<file path="config.mk">
export PLATFORM = sky130hd
export DESIGN_NAME = alu_cmd_sequencer
export DESIGN_NICKNAME = d
export VERILOG_FILES = /design/src/rtl/alu_cmd_sequencer.sv
export SDC_FILE = /design/constraint.sdc
export NUM_CORES = 1
export LEC_CHECK = 0
export CAP_MARGIN = 30
export CORE_MARGIN = 3
export CORE_UTILIZATION = 53
export DETAILED_ROUTE_END_ITERATION = 6
export GPL_ROUTABILITY_DRIVEN = 0
export GPL_TIMING_DRIVEN = 0
export PLACE_DENSITY = 0.8
export RECOVER_POWER = 100
export SYNTH_ARGS = -nofsm -noshare
export SYNTH_HDL_FRONTEND = slang
export SYNTH_SLANG_ARGS = --single-unit
</file>
<file path="constraint.sdc">
create_clock -name clk -period 4.3 [get_ports clk]
set_input_delay 0.86 -clock clk [delete_from_list [all_inputs] [get_ports clk]]
set_output_delay 0.86 -clock clk [all_outputs]
set_load 0.02 [all_outputs]
</file>
<file path="src/rtl/alu_cmd_sequencer.sv">
// Command front-end for a combinational 32-bit ALU: a small command FIFO feeds the ALU
// and the result is registered into a single response slot with divide-by-zero protection.
module alu_cmd_sequencer #(
   parameter int DEPTH = 4,
   parameter int TAG_W = 4
) (
   input  logic             clk,
   input  logic             rst,
   input  logic             cmd_valid,
   output logic             cmd_ready,
   input  logic [3:0]       cmd_opcode,
   input  logic [31:0]      cmd_a,
   input  logic [31:0]      cmd_b,
   input  logic [TAG_W-1:0] cmd_tag,
   output logic [3:0]       alu_opcode,
   output logic [31:0]      alu_a,
   output logic [31:0]      alu_b,
   input  logic [31:0]      alu_result,
   input  logic             alu_flagc,
   input  logic             alu_flagz,
   output logic             rsp_valid,
   input  logic             rsp_ready,
   output logic [31:0]      rsp_result,
   output logic             rsp_flagc,
   output logic             rsp_flagz,
   output logic             rsp_divz,
   output logic [TAG_W-1:0] rsp_tag,
   output logic             busy
);

   localparam int PTR_W = $clog2(DEPTH);
   localparam int CNT_W = PTR_W + 1;

   localparam logic [3:0] OP_ADD = 4'd0;
   localparam logic [3:0] OP_SUB = 4'd1;
   localparam logic [3:0] OP_DIV = 4'd3;

   // Handshakes: a transfer happens on a rising edge where valid && ready are both high;
   // valid never depends on ready, and cmd_ready depends only on registered state.

   logic [3:0]       op_mem_q  [DEPTH];
   logic [31:0]      a_mem_q   [DEPTH];
   logic [31:0]      b_mem_q   [DEPTH];
   logic [TAG_W-1:0] tag_mem_q [DEPTH];

   logic [PTR_W-1:0] wr_ptr_q, wr_ptr_d;
   logic [PTR_W-1:0] rd_ptr_q, rd_ptr_d;
   logic [CNT_W-1:0] count_q, count_d;

   logic             rsp_valid_q, rsp_valid_d;
   logic [31:0]      rsp_result_q, rsp_result_d;
   logic             rsp_flagc_q, rsp_flagc_d;
   logic             rsp_flagz_q, rsp_flagz_d;
   logic             rsp_divz_q, rsp_divz_d;
   logic [TAG_W-1:0] rsp_tag_q, rsp_tag_d;

   logic             fifo_empty;
   logic             fifo_full;
   logic             push;
   logic             pop;
   logic             slot_free;
   logic [3:0]       head_op;
   logic [31:0]      head_a;
   logic [31:0]      head_b;
   logic [TAG_W-1:0] head_tag;
   logic             head_divz;
   logic             head_addsub;

   always_comb begin
      fifo_empty  = (count_q == '0);
      fifo_full   = (count_q == CNT_W'(DEPTH));
      push        = cmd_valid && !fifo_full;
      slot_free   = !rsp_valid_q || rsp_ready;
      pop         = !fifo_empty && slot_free;
      head_op     = op_mem_q[rd_ptr_q];
      head_a      = a_mem_q[rd_ptr_q];
      head_b      = b_mem_q[rd_ptr_q];
      head_tag    = tag_mem_q[rd_ptr_q];
      head_divz   = (head_op == OP_DIV) && (head_b == 32'd0);
      head_addsub = (head_op == OP_ADD) || (head_op == OP_SUB);
   end

   always_comb begin
      wr_ptr_d     = wr_ptr_q;
      rd_ptr_d     = rd_ptr_q;
      count_d      = count_q;
      rsp_valid_d  = rsp_valid_q;
      rsp_result_d = rsp_result_q;
      rsp_flagc_d  = rsp_flagc_q;
      rsp_flagz_d  = rsp_flagz_q;
      rsp_divz_d   = rsp_divz_q;
      rsp_tag_d    = rsp_tag_q;

      if (push) begin
         wr_ptr_d = wr_ptr_q + PTR_W'(1);
      end
      if (pop) begin
         rd_ptr_d = rd_ptr_q + PTR_W'(1);
      end
      case ({push, pop})
         2'b10:   count_d = count_q + CNT_W'(1);
         2'b01:   count_d = count_q - CNT_W'(1);
         default: count_d = count_q;
      endcase

      if (pop) begin
         rsp_valid_d  = 1'b1;
         rsp_tag_d    = head_tag;
         rsp_divz_d   = head_divz;
         rsp_result_d = head_divz ? 32'd0 : alu_result;
         rsp_flagz_d  = head_divz ? 1'b1 : alu_flagz;
         // The ALU carry output is meaningless outside ADD/SUB, so it is forced low.
         rsp_flagc_d  = head_addsub ? alu_flagc : 1'b0;
      end else if (rsp_valid_q && rsp_ready) begin
         rsp_valid_d = 1'b0;
      end
   end

   always_ff @(posedge clk) begin
      if (rst) begin
         wr_ptr_q     <= '0;
         rd_ptr_q     <= '0;
         count_q      <= '0;
         rsp_valid_q  <= 1'b0;
         rsp_result_q <= '0;
         rsp_flagc_q  <= 1'b0;
         rsp_flagz_q  <= 1'b0;
         rsp_divz_q   <= 1'b0;
         rsp_tag_q    <= '0;
      end else begin
         wr_ptr_q     <= wr_ptr_d;
         rd_ptr_q     <= rd_ptr_d;
         count_q      <= count_d;
         rsp_valid_q  <= rsp_valid_d;
         rsp_result_q <= rsp_result_d;
         rsp_flagc_q  <= rsp_flagc_d;
         rsp_flagz_q  <= rsp_flagz_d;
         rsp_divz_q   <= rsp_divz_d;
         rsp_tag_q    <= rsp_tag_d;
      end
   end

   // Storage contents need no reset; validity is tracked by count_q alone.
   always_ff @(posedge clk) begin
      if (push && !rst) begin
         op_mem_q[wr_ptr_q]  <= cmd_opcode;
         a_mem_q[wr_ptr_q]   <= cmd_a;
         b_mem_q[wr_ptr_q]   <= cmd_b;
         tag_mem_q[wr_ptr_q] <= cmd_tag;
      end
   end

   assign cmd_ready  = !fifo_full;
   assign alu_opcode = fifo_empty ? 4'd0  : head_op;
   assign alu_a      = fifo_empty ? 32'd0 : head_a;
   assign alu_b      = fifo_empty ? 32'd0 : head_b;
   assign rsp_valid  = rsp_valid_q;
   assign rsp_result = rsp_result_q;
   assign rsp_flagc  = rsp_flagc_q;
   assign rsp_flagz  = rsp_flagz_q;
   assign rsp_divz   = rsp_divz_q;
   assign rsp_tag    = rsp_tag_q;
   assign busy       = !fifo_empty || rsp_valid_q;

endmodule

</file>
==> impl_metrics.json, run 1 <==
{
  "status": "complete, but fails checks",
  "violations": "max-capacitance violations, max-slew violations",
  "fin_ws_ps": 234,
  "cp.arrival_ps": 3210,
  "hold_class": "flop to flop",
  "fin_crit_sh": 0.946,
  "ys_ff_latch": 337,
  "layout_commonest_cell": "edfxtp_1",
  "final-instance-count-excl-fill": 1223,
  "setup-violations-final": 0,
  "worstPathMaxFanout": 10,
  "peakVddDrop_uv": 431,
  "synth_xor_area_frac": 0.00346,
  "die-width_um": 160,
  "synthMuxAreaShare": 0.128,
  "cp-end-kind": "output port",
  "initial_core_util": 0.549,
  "synth_cells": 622,
  "synth-async-reset-ratio": 0,
  "synth_compound_area_frac": 0.0288,
  "port_buffers": 218,
  "clockRootBuffer": "clkbuf_16",
  "ys_warn_count": 0,
  "grt_pass1_vias": 7187,
  "r2r-end": "a_mem_q[0][9]$_DFFE_PP_",
  "timing.final.hold_violations": 0,
  "placed_area_mm2": 0.0153,
  "r2r_slack_ps": 840,
  "postCtsHoldBufs": 0,
  "relSlewSlack": -0.581,
  "drcViolationCount": 0,
  "netlist_area_mm2": 0.0126,
  "place_hpwl_um": 18100,
  "drt_pre_antenna_iters": 4,
  "n_fill_cell": 1447,
  "track_usage": 0.210,
  "start_kind": "flop",
  "numPlacedInstances": 1157,
  "p_per_area_mw_per_mm2": 635,
  "synth_fp_nets": 738,
  "drt_iter0_markers": 408,
  "cts_tree": "done",
  "holdPathStages": 2,
  "cts_inserted_buffers": 35,
  "viasPerCell": 5.48,
  "fmax_ghz": 0.246,
  "synthAdderAreaFrac": 0.00653,
  "synth_flop_cell": "edfxtp_1",
  "grt_max_degree": 58,
  "wl_per_cell_um": 22.1,
  "hp-start": "rsp_tag[0]$_SDFFE_PP0P_",
  "clockBufferDepth": 3,
  "tightest_slew_ps": 2370,
  "fin_crit_ps": 4070,
  "final_cell_mix": "288 x edfxtp_1, 178 x dlygate4sd3_1, 72 x mux4_2",
  "ctsHtreeMaxLevel": 2,
  "grt_pass1_wl_um": 41600,
  "post_cts_resized": 0,
  "rows": 55,
  "synthToLayoutAreaGrowth_pct": 29.5,
  "synth_top_family_by_area": "multiplexers",
  "syn_area_per_cell_um2": 20.3,
  "synth_edf_count": 288,
  "min_to": "rsp_tag[0]$_SDFFE_PP0P_",
  "crit_type": "flop to output port",
  "place_ws_ps": 604,
  "antenna_found_initial": 10,
  "clock_skew_ps": 18.0,
  "cp.required_ps": 3440,
  "die_y_um": 160,
  "nets": 997,
  "final_cell_area_mm2": 0.0164,
  "wirelength_um": 27000,
  "core_area_mm2": 0.0231,
  "clk_pin_slew_ps": 60,
  "p_leak_nw": 5.60,
  "clock-sinks": 337,
  "dieArea_mm2": 0.0258,
  "yosys.area_share.simple": 0.0544,
  "ys_seq_area_frac": 0.761,
  "ios": 220,
  "antenna_left": 0,
  "via_count": 6704,
  "synthDistinctLibCells": 33,
  "postCtsSetupBuffers": 0,
  "reg2reg_from": "count_q[0]$_SDFFE_PP0P_",
  "final_max_slew_viol_count": 80,
  "rsz0062_at_grt": "no",
  "clock_latency_ps": 510,
  "drv_cap": 3,
  "drive_gt1_frac": 0.155,
  "r2r_cells": 6,
  "overflow": 0,
  "hold_ws_ps": 452
}
sequential cells by signal, summed over array words and instances (netlist names), named ones only:
signal / flops
a_mem_q: 128
b_mem_q: 128
rsp_result: 32
op_mem_q: 16
tag_mem_q: 16
rsp_tag: 4
count_q: 3
rd_ptr_q: 2
wr_ptr_q: 2
rsp_divz: 1
rsp_flagc: 1
rsp_flagz: 1
rsp_valid: 1
cell type report:
cell class,count,area (um^2),area share
Timing Repair Buffer,222,2270,0.139
Sequential cell,337,9630,0.588
Multi-Input combinational cell,247,2790,0.170
Antenna cell,6,15.0,0.000916
Buffer,32,193,0.0118
Clock buffer,48,971,0.0593
Inverter,6,22.5,0.00137
Tap cell,313,392,0.0239
Clock inverter,12,105,0.00641
cells in the mapped netlist, types with 2 or more instances:
cell / count / area (um^2)
a21oi_1: 9 / 45.0
a22o_1: 32 / 280
and2_1: 4 / 25.0
and3_1: 2 / 12.5
buf_1: 5 / 18.8
buf_2: 7 / 35.0
buf_6: 7 / 78.8
clkbuf_1: 12 / 45.0
dfxtp_1: 49 / 981
edfxtp_1: 288 / 8650
ha_1: 5 / 62.6
inv_1: 4 / 15.0
inv_2: 2 / 7.51
mux4_2: 72 / 1620
nand2_1: 13 / 48.8
nand2b_1: 4 / 25.0
nand3_1: 3 / 15.0
nor2_1: 13 / 48.8
nor2b_1: 68 / 425
nor4_1: 7 / 43.8
xnor2_1: 2 / 17.5
xor2_1: 3 / 26.3
stage by stage:
| stage | setup TNS [ps] | power (mW) | util |
|---|---|---|---|
| floorplan | 0 | 6.20 | - |
| global placement | -224450 | 7.83 | 0.660 |
| detailed placement | 0 | 7.88 | 0.666 |
| CTS | 0 | 10.7 | 0.712 |
| global route | 0 | 10.9 | 0.711 |
| finish | 0 | 10.4 | 0.711 |
report_power, final:
group          total [mW]  internal (mW)  switching (mW)
registers            4.02           3.89           0.126
logic                3.56           1.56            2.00
clock network        2.83           1.69            1.14
total                10.4           7.15            3.26
layer usage:
layer | vias up | share of wire | GRT usage
met5 | - | 0.0026 | 0
li1 | 3027 | - | -
met1 | 3359 | 0.39 | 0.266
met2 | 260 | 0.50 | 0.352
met4 | 10 | 0.020 | 0.0576
met3 | 48 | 0.085 | 0.0699
kinds of logic after synthesis:
group / Yosys count
AOI/OAI and AO/OA: 45
xor gates and xnor gates: 5
adders and majority gates: 6
buffers and inverters: 38
DFF: 337
muxes: 72
and+or+nand+nor: 119
worst max-delay path, stage by stage (launching register included):
cell           delay (ps)
dfxtp_1               430
clkbuf_2              360
clkbuf_2              350
clkbuf_2              360
mux4_2                360
nor2b_1               150
dlygate4sd3_1         690
worst max-delay path by stage:
stage	from	end	depth (start not counted)
after floorplan	rst	a_mem_q[0][0]$_DFFE_PP_	3
after global placement	cmd_valid	a_mem_q[1][15]$_DFFE_PP_	4
after detailed placement	flop	alu_a[26]	6
after CTS	flop	alu_a[26]	6
after global routing	flop	alu_a[28]	6
final	flop	alu_a[28]	6
(Power assumes the default switching activity.)
==> run 2, diff against run 1 <==
--- a/config.mk
+++ b/config.mk
@@ -16,3 +16,4 @@
 export SYNTH_ARGS = -nofsm -noshare
 export SYNTH_HDL_FRONTEND = slang
 export SYNTH_SLANG_ARGS = --single-unit
+export TNS_END_PERCENT = 1
==> results of run 2 <==
The final DEF is identical to that of run 1; final timing and power are the same.
